File: src/rtl/tproc_pkg.sv
// Shared widths and FSM encoding for the instruction-memory loader.
package tproc_pkg;

  localparam int unsigned DEF_INSTR_W = 64;
  localparam int unsigned DEF_ADDR_W  = 10;
  localparam int unsigned DEF_DEPTH   = 1024;

  typedef enum logic [1:0] {
    ST_IDLE   = 2'd0,
    ST_LOAD   = 2'd1,
    ST_LAUNCH = 2'd2,
    ST_RUN    = 2'd3
  } state_e;

endpackage

File: src/rtl/instr_wr_stage.sv
// One-cycle write register between an accepted host word and the instruction memory.
module instr_wr_stage
  import tproc_pkg::*;
#(
  parameter int unsigned INSTR_W = DEF_INSTR_W,
  parameter int unsigned ADDR_W  = DEF_ADDR_W
) (
  input  logic               clk,
  input  logic               rst,
  input  logic               wr_en,
  input  logic [ADDR_W-1:0]  wr_addr,
  input  logic [INSTR_W-1:0] wr_data,
  output logic               mem_we,
  output logic [ADDR_W-1:0]  mem_addr,
  output logic [INSTR_W-1:0] mem_data
);

  logic               we_q,   we_d;
  logic [ADDR_W-1:0]  addr_q, addr_d;
  logic [INSTR_W-1:0] data_q, data_d;

  // Address and data hold their last values when no write is pending.
  always_comb begin
    we_d   = wr_en;
    addr_d = addr_q;
    data_d = data_q;
    if (wr_en) begin
      addr_d = wr_addr;
      data_d = wr_data;
    end
  end

  always_ff @(posedge clk or posedge rst) begin
    if (rst) begin
      we_q   <= 1'b0;
      addr_q <= '0;
      data_q <= '0;
    end else begin
      we_q   <= we_d;
      addr_q <= addr_d;
      data_q <= data_d;
    end
  end

  assign mem_we   = we_q;
  assign mem_addr = addr_q;
  assign mem_data = data_q;

endmodule

File: src/rtl/instr_loader.sv
// Host-side loader: streams a burst of instruction words into memory from address 0,
// pulses acc_enable once the last word is written, and stays busy until acc_done.
module instr_loader
  import tproc_pkg::*;
#(
  parameter int unsigned INSTR_W = DEF_INSTR_W,
  parameter int unsigned ADDR_W  = DEF_ADDR_W,
  parameter int unsigned DEPTH   = DEF_DEPTH
) (
  input  logic               clk,
  input  logic               rst,
  input  logic               host_start,
  input  logic [ADDR_W:0]    host_count,
  input  logic               host_valid,
  input  logic [INSTR_W-1:0] host_data,
  output logic               host_ready,
  input  logic               abort,
  input  logic               acc_done,
  output logic               load_instr_enable,
  output logic [ADDR_W-1:0]  load_instr_addr,
  output logic [INSTR_W-1:0] instr_data,
  output logic               acc_enable,
  output logic               busy,
  output logic [ADDR_W:0]    loaded_count,
  output logic               err_count,
  output logic               err_busy
);

  localparam int unsigned CNT_W = ADDR_W + 1;

  state_e             state_q,   state_d;
  logic [CNT_W-1:0]   count_q,   count_d;
  logic [CNT_W-1:0]   loaded_q,  loaded_d;
  logic [ADDR_W-1:0]  idx_q,     idx_d;
  logic               err_cnt_q, err_cnt_d;
  logic               err_bsy_q, err_bsy_d;
  logic               acc_en_q,  acc_en_d;
  logic               ready_q,   ready_d;
  logic               busy_q,    busy_d;

  logic accept;
  logic last_word;
  logic count_ok;

  assign accept    = ready_q & host_valid;
  assign last_word = (CNT_W'(idx_q) == (count_q - CNT_W'(1)));
  assign count_ok  = (host_count != '0) && (host_count <= CNT_W'(DEPTH));

  always_comb begin
    state_d   = state_q;
    count_d   = count_q;
    loaded_d  = loaded_q;
    idx_d     = idx_q;
    err_cnt_d = err_cnt_q;
    err_bsy_d = err_bsy_q;
    acc_en_d  = 1'b0;

    if (host_start && (state_q != ST_IDLE)) begin
      err_bsy_d = 1'b1;
    end

    unique case (state_q)
      ST_IDLE: begin
        if (host_start) begin
          if (count_ok) begin
            count_d  = host_count;
            idx_d    = '0;
            loaded_d = '0;
            state_d  = ST_LOAD;
          end else begin
            err_cnt_d = 1'b1;
          end
        end
      end
      ST_LOAD: begin
        if (accept) begin
          idx_d    = idx_q + ADDR_W'(1);
          loaded_d = loaded_q + CNT_W'(1);
        end
        // Abort wins over launch: an aborted session never starts the accelerator.
        if (abort) begin
          state_d = ST_IDLE;
        end else if (accept && last_word) begin
          state_d = ST_LAUNCH;
        end
      end
      ST_LAUNCH: begin
        acc_en_d = 1'b1;
        state_d  = ST_RUN;
      end
      ST_RUN: begin
        if (acc_done) begin
          state_d = ST_IDLE;
        end
      end
      default: state_d = ST_IDLE;
    endcase

    ready_d = (state_d == ST_LOAD);
    busy_d  = (state_d != ST_IDLE);
  end

  always_ff @(posedge clk or posedge rst) begin
    if (rst) begin
      state_q   <= ST_IDLE;
      count_q   <= '0;
      loaded_q  <= '0;
      idx_q     <= '0;
      err_cnt_q <= 1'b0;
      err_bsy_q <= 1'b0;
      acc_en_q  <= 1'b0;
      ready_q   <= 1'b0;
      busy_q    <= 1'b0;
    end else begin
      state_q   <= state_d;
      count_q   <= count_d;
      loaded_q  <= loaded_d;
      idx_q     <= idx_d;
      err_cnt_q <= err_cnt_d;
      err_bsy_q <= err_bsy_d;
      acc_en_q  <= acc_en_d;
      ready_q   <= ready_d;
      busy_q    <= busy_d;
    end
  end

  instr_wr_stage #(
    .INSTR_W (INSTR_W),
    .ADDR_W  (ADDR_W)
  ) u_wr_stage (
    .clk      (clk),
    .rst      (rst),
    .wr_en    (accept),
    .wr_addr  (idx_q),
    .wr_data  (host_data),
    .mem_we   (load_instr_enable),
    .mem_addr (load_instr_addr),
    .mem_data (instr_data)
  );

  assign host_ready   = ready_q;
  assign busy         = busy_q;
  assign acc_enable   = acc_en_q;
  assign loaded_count = loaded_q;
  assign err_count    = err_cnt_q;
  assign err_busy     = err_bsy_q;

endmodule

File: config.mk
export PLATFORM = sky130hd
export DESIGN_NAME = instr_loader
export DESIGN_NICKNAME = d
export VERILOG_FILES = /design/src/rtl/tproc_pkg.sv /design/src/rtl/instr_wr_stage.sv /design/src/rtl/instr_loader.sv
export SDC_FILE = /design/constraint.sdc
export NUM_CORES = 1
export LEC_CHECK = 0
export ABC_CLOCK_PERIOD_IN_PS = 4050
export BUFFER_PORTS_ARGS = -buffer_cell sky130_fd_sc_hd__buf_2
export CAP_MARGIN = 20
export CORE_UTILIZATION = 40
export CTS_BUF_LIST = sky130_fd_sc_hd__clkbuf_2 sky130_fd_sc_hd__clkbuf_4 sky130_fd_sc_hd__clkbuf_8
export DETAILED_ROUTE_END_ITERATION = 8
export PLACE_DENSITY_LB_ADDON = 0.12
export REMOVE_ABC_BUFFERS = 1
export SLEW_MARGIN = 5
export SYNTH_ARGS = -nofsm -noshare
export SYNTH_HDL_FRONTEND = slang
export SYNTH_SLANG_ARGS = --single-unit
File: constraint.sdc
create_clock -name clk -period 4.05 [get_ports clk]
set_input_delay 1.215 -clock clk [delete_from_list [all_inputs] [get_ports clk]]
set_output_delay 1.215 -clock clk [all_outputs]
set_load 0.02 [all_outputs]
# After elaboration in Yosys (flattened, before gate mapping)
# Cells that the tools add are included.
[totals]
n_memories = 0
word_cells = 52
output_inout_bits = 91
ram_bits = 0
input_bits = 81
mem_bits_ro = 0
reg_bits = 114
latchBits = 0
[classes]
n_bitwise = 2
magnitude_cmp = 1
reduce_logical = 11
n_shift = 0
multipliers = 0
muxes = 15
eq_ne = 8
n_addsub = 3
n_div = 0
[op_table]
columns = ["operator", "count"]
rows = [
  ["11-bit two-way mux", 3],
  ["10-bit two-way mux", 3],
  ["11-bit case mux with 2 select lines", 1],
  ["10-bit case mux with 2 select lines", 1],
  ["11-bit by 1-bit adder with 11-bit output, second input constant", 1],
  ["10-bit by 11-bit equality test with 1-bit output", 1],
  ["11-bit less-or-equal comparator, second input constant", 1],
  ["11-bit nonzero test", 1],
  ["11-bit by 1-bit subtractor with 11-bit output, second input constant", 1],
  ["10-bit by 1-bit adder with 10-bit output, second input constant", 1],
  ["2-bit two-way mux", 5],
  ["2-bit case mux with 4 select lines", 1],
  ["2-bit inequality test, second input constant", 3],
  ["3-bit AND reduction", 2],
  ["2-bit nonzero test", 3],
  ["2-bit by 1-bit equality test with 1-bit output, second input constant", 2],
  ["2-bit equality test, second input constant", 2],
  ["4-bit AND reduction", 1],
  ["1-bit logical AND", 3],
  ["2-bit zero test", 1],
  ["1-bit AND", 1],
  ["1-bit two-way mux", 1],
  ["1-bit NOT", 1],
]

# Longest topological paths before layout
# Gate-level depths: netlist (run 1).
[depth]
ltp_word = 7
mapped_depth = 9
ltp_nobuf = 8

# Hierarchy
# Synthesis (run 1) repeated with hierarchy kept, for this count alone.
[unflattened]
hier_cells = 382
area_unflattened_um2 = 5205.0
[by_module_without_submodules]
columns = ["mod", "cells_each", "instances", "area_per_inst_um2", "seq_area_each_um2"]
rows = [
  ["instr_wr_stage", 158, 1, 3022.9, 1876.8],
  ["instr_loader", 224, 1, 2182.1, 975.9],
]

# Least setup slack after synthesis (run 1)
# No wires, ideal clock.
[synth_path]
kind = "input -> register"
from = "input port host_count[5]"
to = "register idx_q[2]"
n_path_buf = 3
setup_ps = 132
path_stages = 8
required_time_ps = 3918
arrival_ps = 2705
path_slack_ps = 1213
path_cell_list = "nor4_1 nand3_1 xor2_1 and2_1 clkbuf_1 buf_2 buf_1 nor2_1"
[synth_between]
elab_chain_len = 4
word_cells_on_any_way = 5
classes_between = "order compare (1); eq/ne (1); reduce/logical (3)"
[synth_lines]
columns = ["element", "line_no", "source"]
rows = [
  ["start: declaration", "instr_loader.sv:13", "input logic [ADDR_W:0] host_count,"],
  ["11-bit less-or-equal comparator or 11-bit nonzero test (tied branches)", "instr_loader.sv:47", "assign count_ok = (host_count != '0) && (host_count <= CNT_W'(DEPTH));"],
  ["1-bit logical AND *", "instr_loader.sv:47", ""],
  ["2-bit inequality test (no source line) *", "-", ""],
  ["4-bit AND reduction (no source line) *", "-", ""],
  ["end signal: assignment", "instr_loader.sv:118", "idx_q <= idx_d;"],
  ["end: declaration", "instr_loader.sv:34", "logic [ADDR_W-1:0] idx_q, idx_d;"],
]
# Every way passes the cells marked *; elsewhere a longest branch is shown, timed or not.
# A chain may end at the register's enable or synchronous reset.

# Worst setup path in the final report (run 1)
[layout_path]
from = "input port host_count[1]"
to = "register idx_q[1]"
# Same word-level chain as after synthesis.

==> summary.md, run 1 <==
| Metric | Value |
|---|---|
| Synth Instances | `around 380` |
| Clock Latency Late Sink | `approximately 0.42 ns` |
| Most used DFF post-synth | `dfrtp_1` |
| Final Skew | `0.00425 ns` |
| Yosys cell types | `between 40 and 50` |
| Post-Place Setup Slack | `between 0.7 and 0.8 ns` |
| TNS Setup | `0 ns` |
| Crit Reg-Reg Endpoint | `state_q[0]$_DFF_PP0_` |
| Layout fillers | `around 1100` |
| Clock Tree Root | `clkbuf_8` |
| Initial antenna violation count | `0` |
| CP Capture Type | `flop` |
| Total GRT Usage | `0.177` |
| Die extent in x | `between 100 and 150 microns` |
| Synthesis warning total | `0` |
| Number of synthesized flops with an enable pin | `0` |
| Fin. max-slew vios | `0` |
| Min Clock Period, post-route | `2.81 ns` |
| Non-filler cells, final | `718` |
| Area leader, netlist | `dfrtp_1` |
| Register-to-Register Path Depth | `8` |
| Synth area leaders | `dfrtp_1, mux2_2, xor2_1` |
| WHS Path Cells | `2` |
| PostCTS Resize Cnt | `0` |
| Largest net degree at the start of global routing | `67` |
| Synth Area in Compound Gates | `0.0490` |
| Crit-path max FO | `15` |
| Worst Path Arrival | `about 3.1 ns` |
| Initial Util | `0.410` |
| Port Buffer Count | `approximately 170` |
| CTS tree | `built` |
| Slew @ Worst Pin | `roughly 0.8 ns` |
| Setup CP Type | `in -> reg` |
| Fmax achieved | `356 MHz` |
| Clk slew on worst S/H paths | `roughly 0.07 ns` |
| Vias | `3498` |
| Worst reg-to-reg setup slack | `about 1.5 ns` |
| Post-route cell area | `approximately 0.0063 sq mm` |
| Global-route wire length before repair | `17200 microns` |
| Final ANT Viol Nets | `0` |
| Vias in the first global route | `3391` |
| Area growth syn-to-layout | `28.4%` |
| Die area | `0.0127 sq mm` |
| Hpwl dp | `just under 8000 microns` |
| Worst reg2reg path startpoint | `count_q[0]$_DFFE_PP0P_` |
| Hold_buf cts | `0` |
| Post-synthesis simple-gate area fraction | `0.105` |
| Drt wl/cell | `15.0 microns` |
| Post-synth ARST share | `1.00` |
| Fin worst setup slack | `between 1 and 1.5 ns` |
| Final setup vio count | `0` |
| # clock sinks | `114` |
| WL final | `10700 microns` |
| Synth Area in XOR/XNOR | `0.0465` |
| Layout cells sized above 1 | `0.522` |
| Diode count | `0` |
| Hold EP | `u_wr_stage.mem_addr[1]$_DFFE_PP0P_` |
| Hold_ws | `about 0.48 ns` |
| Vias per cell | `4.87` |
| Placed Instances | `688` |
| Final worst path period share | `0.693` |
| RSZ-0062 raised after global routing | `false` |
| Core ar. | `roughly 0.012 sq mm` |
| Outcome | `finished, final reports clean` |
| CTS Buf Count | `17` |
| # H-tree levels | `4` |
| Sequential fraction of the synthesis area | `0.582` |
| Die height | `113 microns` |
| Syn avg cell area | `12.8 sq um` |
| Row count | `40` |
| Post-Syn Area | `between 0.004 and 0.005 sq mm` |
| Top-area cell type share of the netlist area | `0.582` |
| Area after DPL | `0.00593 sq mm` |
| Fin. Hold Viols | `0` |
| #FFs+latches synth | `about 110` |
| CP required | `about 4.4 ns` |
| Min-delay src | `u_wr_stage.mem_addr[1]$_DFFE_PP0P_` |
| Initial drt markers | `approximately 180` |
| Crit-path cells | `buf_2, nor4_1, nand3_1, xor2_1, and2_1, buf_4, nand2b_1, o21ai_0` |
| Adder-cell area share of the yosys netlist | `0.00766` |
| First-pass iteration count of the detailed router | `5` |
| Pwr Total | `~3.4 mW` |
| Pleak | `between 3 and 4 nW` |
| Commonest cells in the netlist | `dfrtp_1, mux2_2, nor2_1` |
| Max IR drop VDD | `0.233 mV` |
| Worst stage delay on the critical path | `0.50 ns` |
| Cell with the most instances after synthesis | `dfrtp_1` |
| Startpoint types | `input port` |
| Post-CTS Setup Bufs | `0` |
| Main combinational cell family by area after synthesis | `multiplexers` |
| GP Congestion | `0.734` |
| Cell Pwr Density | `between 500 and 600 mW/mm^2` |
| DRC | `0` |
| Multiplexer area fraction after synthesis | `0.188` |
| CTS max path bufs | `2` |
| GRT Residual Overflow | `0` |
| Top Ports | `~170` |
| Layout Nets | `between 600 and 700` |
| Slew Limit Headroom | `0.452` |
| Core Util, Final | `0.526` |
| Max-cap violations | `0` |
| Hold Path Class | `reg -> reg` |
| Slowest-stage cell, CP | `and2_1` |
==> state kept, by name, indices dropped and copies added, names as in the netlist <==
name	flops
acc_enable	1
u_wr_stage.mem_we	1
loaded_count	11
u_wr_stage.mem_addr	10
state_q	2
busy	1
host_ready	1
idx_q	10
count_q	11
err_count	1
u_wr_stage.mem_data	64
err_busy	1
==> layer usage <==
layer  up-vias  GRT usage  share of wire
met5         -          0              0
met4         0     0.0800          0.018
met3        17     0.0503          0.060
met2       122      0.279           0.46
met1      1657      0.228           0.46
li1       1702          -              -
==> area by class of cell <==
class / instances / area, sq um / area share
well taps: 147 / 184 / 0.0292
inverters: 8 / 32.5 / 0.00517
clock buffers: 24 / 312 / 0.0495
flip-flops and latches: 114 / 2850 / 0.453
repair buffers: 177 / 913 / 0.145
multi-input cells: 242 / 1940 / 0.309
clock inverters: 6 / 55.1 / 0.00875
==> power by group <==
| group | switching [mW] | total (mW) | internal (mW) |
|---|---|---|---|
| clock network | 0.418 | 0.976 | 0.558 |
| logic | 0.531 | 0.932 | 0.401 |
| registers | 0.133 | 1.50 | 1.36 |
==> cell families (layout without fill, tap and decap cells) <==
| group | count (synthesis) | after routing |
|---|---|---|
| flops | 114 | 114 |
| simple gates | 94 | 94 |
| mux | 82 | 82 |
| compound gates | 37 | 37 |
| buf+inv | 27 | 215 |
| xor+xnor | 26 | 26 |
| fa+ha+maj | 3 | 3 |
==> cells in the final DEF, fill, tap and decap left out, types with 4 or more instances in the layout <==
cell type,Yosys,layout
xnor2_1,10,10
or3_1,5,5
nand3_1,7,7
buf_4,1,5
xor2_1,16,16
nor2_1,25,25
inv_1,8,6
nand2_1,17,17
nand4_1,5,5
clkinv_2,0,5
dfrtp_1,114,114
buf_2,1,171
a21oi_1,8,8
mux2_2,80,80
nor4_1,5,5
o21ai_0,16,16
nor2b_1,4,4
and3_1,7,7
clkbuf_8,0,21
==> worst max-delay path, delay by kind of cell <==
kind	cells	cell delay, ns
AO/OA/AOI/OAI	1	0.10
buffers and inverters	2	0.40
AND/OR/NAND/NOR	4	1.20
XOR/XNOR	1	0.20
==> how the worst max path moves through the flow <==
stage	slack, ns	endpoint	cells after the start	startpoint
2_1_floorplan	-0.18	acc_enable$_DFF_PP0_	1	rst
3_3_place_gp	0.82	idx_q[0]$_DFFE_PP0P_	8	host_count[1]
3_5_place_dp	0.75	host_ready$_DFF_PP0_	8	host_count[1]
4_1_cts	1.22	idx_q[1]$_DFFE_PP0P_	8	host_count[1]
5_1_grt	1.03	idx_q[1]$_DFFE_PP0P_	8	host_count[1]
6_report	1.24	idx_q[1]$_DFFE_PP0P_	8	host_count[1]
No activity file was read; power rests on OpenSTA's default activity.
==> run 2, diff against run 1 <==
--- a/config.mk
+++ b/config.mk
@@ -5,7 +5,7 @@
 export SDC_FILE = /design/constraint.sdc
 export NUM_CORES = 1
 export LEC_CHECK = 0
-export ABC_CLOCK_PERIOD_IN_PS = 4050
+export ABC_CLOCK_PERIOD_IN_PS = 2800
 export BUFFER_PORTS_ARGS = -buffer_cell sky130_fd_sc_hd__buf_2
 export CAP_MARGIN = 20
 export CORE_UTILIZATION = 40
==> constraint.sdc (replaced) <==
create_clock -name clk -period 2.8 [get_ports clk]
set_input_delay 0.84 -clock clk [delete_from_list [all_inputs] [get_ports clk]]
set_output_delay 0.84 -clock clk [all_outputs]
set_load 0.02 [all_outputs]
==> run 2 against run 1 <==
Non-clock buffer count rose by 1; global-route usage rose by 0.26 points; sequential share of layout area fell by 0.74 points; critical path type is now reg -> reg.
==> summary.md, run 2 (synthesis results as in run 1) <==
| Metric | Value |
|---|---|
| Largest register FFs | `64` |
| Outcome | `finished, final reports clean` |
| Layout Nets | `between 600 and 700` |
| Global-route wire length before repair | `17300 microns` |
| Hpwl dp | `7820 microns` |
| Clk slew on worst S/H paths | `~0.070 ns` |
| Final Skew | `~0.0076 ns` |
| GP Congestion | `approximately 0.76` |
| Top Ports | `~170` |
| Vias in the first global route | `between 3000 and 4000` |
| Clock Tree Root | `clkbuf_8` |
| Die extent in x | `about 110 microns` |
| First-pass iteration count of the detailed router | `4` |
| CTS tree | `built` |
| Initial drt markers | `roughly 190` |
| CP Capture Type | `flop` |
| Worst stage delay on the critical path | `around 0.56 ns` |
| Worst reg-to-reg setup slack | `about 0.19 ns` |
| Hold Path Class | `in -> async` |
| Worst reg2reg path startpoint | `count_q[0]$_DFFE_PP0P_` |
| Fin. max-slew vios | `0` |
| Final worst path period share | `0.931` |
| Fmax achieved | `384 MHz` |
| Crit-path max FO | `9` |
| Hold_buf cts | `0` |
| Worst Path Arrival | `between 2 and 3 ns` |
| Commonest non-fill, non-tap cells in the layout | `buf_2, dfrtp_1, mux2_2` |
| Fin worst setup slack | `0.194 ns` |
| Slowest-stage cell, CP | `or4b_4` |
| Row count | `40` |
| Drt wl/cell | `between 10 and 15 microns` |
| Core ar. | `0.0120 sq mm` |
| Post-Place Setup Slack | `slightly above 0.2 ns` |
| Initial Util | `0.410` |
| Register-to-Register Path Depth | `8` |
| WL final | `around 11000 microns` |
| Post-CTS Setup Bufs | `0` |
| Diode count | `0` |
| Crit Reg-Reg Endpoint | `state_q[0]$_DFF_PP0_` |
| DRC | `0` |
| Clock Latency Late Sink | `roughly 0.43 ns` |
| CTS max path bufs | `2` |
| Cell Pwr Density | `approximately 800 mW/mm^2` |
| Pleak | `3.10 nW` |
| Min Clock Period, post-route | `between 2 and 3 ns` |
| Max IR drop VDD | `0.301 mV` |
| Die height | `around 110 microns` |
| Crit-path cells | `inv_1, ha_1, or4b_4, o21ai_0, o311ai_0, o211ai_2, nand4_1, o31a_1` |
| Max-cap violations | `0` |
| Layout fillers | `around 1100` |
| Die area | `0.0127 sq mm` |
| Most common cell after layout, fill and taps aside | `buf_2` |
| Total GRT Usage | `0.180` |
| Hold_ws | `~0.47 ns` |
| Vias | `about 3600` |
| Layout cells sized above 1 | `0.524` |
| Fin. Hold Viols | `0` |
| PostCTS Resize Cnt | `0` |
| CTS Buf Count | `17` |
| GRT Residual Overflow | `0` |
| Vias per cell | `roughly 5` |
| Setup CP Type | `reg -> reg` |
| # clock sinks | `around 110` |
| Slew @ Worst Pin | `between 0.5 and 0.6 ns` |
| Port Buffer Count | `171` |
| # H-tree levels | `4` |
| CP required | `around 3.1 ns` |
| Final setup vio count | `0` |
| Final ANT Viol Nets | `0` |
| Startpoint types | `flop` |
| Largest net degree at the start of global routing | `between 60 and 70` |
| Area growth syn-to-layout | `30.5%` |
| Slew Limit Headroom | `0.607` |
| Initial antenna violation count | `0` |
| RSZ-0062 raised after global routing | `false` |
run 2: cell count changes in the layout (fill, tap and decap cells not counted), sizes merged:
cell and change:
clkinvlp +2, buf +1, clkbuf -2, bufinv +2
run 2: cell type report:
type	instances	area, sq um	area share
clock buffers	22	297	0.0464
inverters	8	32.5	0.00509
repair buffers	178	958	0.150
clock inverters	10	130	0.0203
multi-input cells	242	1940	0.304
well taps	147	184	0.0288
flip-flops and latches	114	2850	0.446
run 2: routing by layer:
layer | GRT usage | part of all wire | vias to the layer above
li1 | - | - | 1712
met5 | 0 | 0 | -
met2 | 0.293 | 0.48 | 141
met1 | 0.219 | 0.44 | 1690
met3 | 0.0600 | 0.062 | 15
met4 | 0.0756 | 0.017 | 0
run 2: how the worst max path moves through the flow:
stage               cells after the start  slack, ns                     end                   start
CTS                                     8       0.20    state_q[0]$_DFF_PP0_  count_q[0]$_DFFE_PP0P_
global placement                        7       0.22  count_q[3]$_DFFE_PP0P_           host_count[1]
global route                            8       0.08    state_q[0]$_DFF_PP0_  count_q[0]$_DFFE_PP0P_
detailed placement                      8       0.21    state_q[0]$_DFF_PP0_  count_q[0]$_DFFE_PP0P_
finish                                  8       0.19    state_q[0]$_DFF_PP0_  count_q[0]$_DFFE_PP0P_
floorplan                               1      -1.06    acc_enable$_DFF_PP0_                     rst
run 2: stage by stage:
stage / power (mW) / cell area [sq um] / setup TNS (ns) / cells / util
CTS: 5.21 / 6400 / 0 / 721 / 0.535
detailed placement: 3.57 / 5970 / 0 / 689 / 0.499
global route: 5.42 / 6400 / 0 / 721 / 0.535
global placement: 3.54 / 5970 / 0 / 689 / 0.499
floorplan: 3.06 / 4830 / -132.65 / 364 / -
finish: 5.14 / 6400 / 0 / 721 / 0.535
run 2: power by group:
part	switching [mW]	internal, mW
Clock	0.642	0.977
Sequential	0.188	1.97
Combinational	0.773	0.587
run 2: critical path: cells and delay by family, from the launching register on:
family,cells,cell delay (ns)
AO/OA/AOI/OAI,4,0.92
adder cells (fa/ha/maj),1,0.35
buffers and inverters,1,0.09
flip-flops,1,0.42
AND/OR/NAND/NOR,2,0.69
==> run 3, diff against run 2 <==
--- a/config.mk
+++ b/config.mk
@@ -11,7 +11,7 @@
 export CORE_UTILIZATION = 40
 export CTS_BUF_LIST = sky130_fd_sc_hd__clkbuf_2 sky130_fd_sc_hd__clkbuf_4 sky130_fd_sc_hd__clkbuf_8
 export DETAILED_ROUTE_END_ITERATION = 8
-export PLACE_DENSITY_LB_ADDON = 0.12
+export PLACE_DENSITY = 0.65
 export REMOVE_ABC_BUFFERS = 1
 export SLEW_MARGIN = 5
 export SYNTH_ARGS = -nofsm -noshare
==> run 3 against run 2 <==
Sequential cell count unchanged; critical path depth unchanged; register-to-register slack better by 0.06 ns; critical path type unchanged; hold slack got worse by 0.0016 ns; via count decreased by 0.82%; sequential share of layout area is 0.59 points higher; maximum frequency grew 2.4%.
==> summary.md, run 3 (synthesis results as in run 1) <==
| Metric | Value |
|---|---|
| Clock Tree Root | `clkbuf_8` |
| Initial drt markers | `~150` |
| Final setup vio count | `0` |
| Clk slew on worst S/H paths | `roughly 0.060 ns` |
| CTS max path bufs | `2` |
| Post-CTS Setup Bufs | `0` |
| CP Capture Type | `flop` |
| Outcome | `finished, final reports clean` |
| GP Congestion | `0.759` |
| Crit-path max FO | `9` |
| Sw frac | `0.316` |
| Crit-path cells | `inv_1, ha_1, or4b_4, o21ai_0, o311ai_0, o211ai_2, nand4_1, o31a_1` |
| Pleak | `slightly above 3 nW` |
| DRC | `0` |
| Vias per cell | `about 5` |
| Min Clock Period, post-route | `between 2 and 3 ns` |
| CTS Buf Count | `17` |
| Drt wl/cell | `14.5 microns` |
| Top Ports | `about 170` |
| # H-tree levels | `4` |
| Slew Limit Headroom | `0.609` |
| Seq pwr share | `0.440` |
| PostCTS Resize Cnt | `0` |
| Hold_buf cts | `0` |
| Worst stage delay on the critical path | `0.56 ns` |
| RSZ-0062 raised after global routing | `false` |
| CP required | `between 3 and 4 ns` |
| Die extent in x | `between 100 and 150 microns` |
| WL met1 | `between 4000 and 5000 microns` |
| Max IR drop VDD | `roughly 0.32 mV` |
| Vias | `between 3000 and 4000` |
| Diode count | `0` |
| Largest net degree at the start of global routing | `around 120` |
| Hold Path Class | `reg -> reg` |
| NetSw | `1.56 mW` |
| Startpoint types | `flop` |
| Port Buffer Count | `around 170` |
| Final ANT Viol Nets | `0` |
| Layout cells sized above 1 | `0.524` |
| Max-cap violations | `0` |
| Largest register FFs | `64` |
| Top Layer Used | `met4` |
| Clock Latency Late Sink | `between 0.4 and 0.5 ns` |
| Final worst path period share | `0.909` |
| Row count | `40` |
| Vias in the first global route | `approximately 3500` |
| Pwr Total | `around 4.9 mW` |
| Die area | `~0.013 sq mm` |
| # clock sinks | `114` |
| Slowest-stage cell, CP | `or4b_4` |
| Register-to-Register Path Depth | `8` |
| Total GRT Usage | `0.178` |
| Pint | `roughly 3.4 mW` |
| First-pass iteration count of the detailed router | `4` |
| Slew @ Worst Pin | `just under 0.6 ns` |
| Final Skew | `between 0.007 and 0.008 ns` |
| WL met3 | `approximately 590 microns` |
| Fin. max-slew vios | `0` |
| Fin. Hold Viols | `0` |
| GRT Residual Overflow | `0` |
| Die height | `113 microns` |
| Layout fillers | `approximately 1000` |
| Global-route wire length before repair | `roughly 17000 microns` |
| Clock share of power | `0.286` |
| Core ar. | `roughly 0.012 sq mm` |
| WHS Path Cells | `1` |
| CTS tree | `built` |
| Hold_ws | `between 0.4 and 0.5 ns` |
| Area growth syn-to-layout | `28.8%` |
| Worst Path Arrival | `between 2 and 3 ns` |
| Hpwl dp | `7690 microns` |
| Layout Nets | `between 600 and 700` |
| Cell Pwr Density | `slightly below 800 mW/mm^2` |
| Comb power frac | `0.274` |
| WL final | `about 10000 microns` |
| Initial Util | `0.410` |
| Commonest non-fill, non-tap cells in the layout | `buf_2, dfrtp_1, mux2_2` |
| Wire length on met2 | `approximately 5000 microns` |
| Initial antenna violation count | `0` |
| Most common cell after layout, fill and taps aside | `buf_2` |
| Fmax achieved | `just under 400 MHz` |
| Setup CP Type | `reg -> reg` |
==> run 3: cell count changes in the layout (fill, tap and decap cells not counted) <==
cell,before,now
buf_12,4,2
buf_4,3,5
bufinv_16,3,1
clkbuf_4,1,5
clkbuf_8,21,20
clkinvlp_4,2,0
==> run 3: power by group through the flow <==
stage / clock network [mW] / logic (mW) / registers, mW
6_report: 1.41 / 1.35 / 2.17
5_1_grt: 1.55 / 1.46 / 2.21
2_1_floorplan: 0 / 0.515 / 2.54
3_5_place_dp: 0 / 1.37 / 2.20
3_3_place_gp: 0 / 1.34 / 2.19
4_1_cts: 1.46 / 1.37 / 2.17
==> run 3: metal layers <==
layer | vias up | GRT usage
met3 | 18 | 0.0514
met1 | 1677 | 0.220
met5 | - | 0
met2 | 123 | 0.293
li1 | 1711 | -
met4 | 0 | 0.0738
==> run 3: area by class of cell <==
type | count | area, sq um | area share
inverter | 8 | 32.5 | 0.00515
tap | 147 | 184 | 0.0291
sequential | 114 | 2850 | 0.452
clock buffer | 25 | 313 | 0.0495
multi-input combinational | 242 | 1940 | 0.308
timing repair buffer | 178 | 933 | 0.148
clock inverter | 6 | 55.1 | 0.00872
==> run 3: worst max-delay path, delay by kind of cell, from the launching register on <==
family                     cells  cell delay (ns)
adders and majority gates      1             0.34
and+or+nand+nor                2             0.70
buffers and inverters          1             0.09
AOI/OAI and AO/OA              4             0.88
DFF                            1             0.42
==> run 3: path summary, 6_finish.rpt <==
check                                                       to                   start  slack (ns)
max                                       state_q[0]$_DFF_PP0_  count_q[0]$_DFFE_PP0P_        0.26
min                                       err_busy$_DFFE_PP0P_    err_busy$_DFFE_PP0P_        0.47
max reg2reg                               state_q[0]$_DFF_PP0_  count_q[0]$_DFFE_PP0P_        0.26
min reg2reg                               err_busy$_DFFE_PP0P_    err_busy$_DFFE_PP0P_        0.47
max in group asynchronous  u_wr_stage.mem_data[32]$_DFFE_PP0P_                     rst        1.81
min in group asynchronous  u_wr_stage.mem_data[52]$_DFFE_PP0P_                     rst        0.54
==> run 3: metrics by stage <==
step | setup slack, ns | cell area, sq um | util | TNS [ns] | cells
3_5_place_dp | 0.269 | 5950 | 0.497 | 0 | 689
5_1_grt | 0.0137 | 6310 | 0.528 | 0 | 720
4_1_cts | 0.247 | 6310 | 0.528 | 0 | 720
3_3_place_gp | 0.294 | 5950 | 0.497 | 0 | 689
6_report | 0.255 | 6310 | 0.528 | 0 | 720
2_1_floorplan | -1.06 | 4830 | - | -132.65 | 364
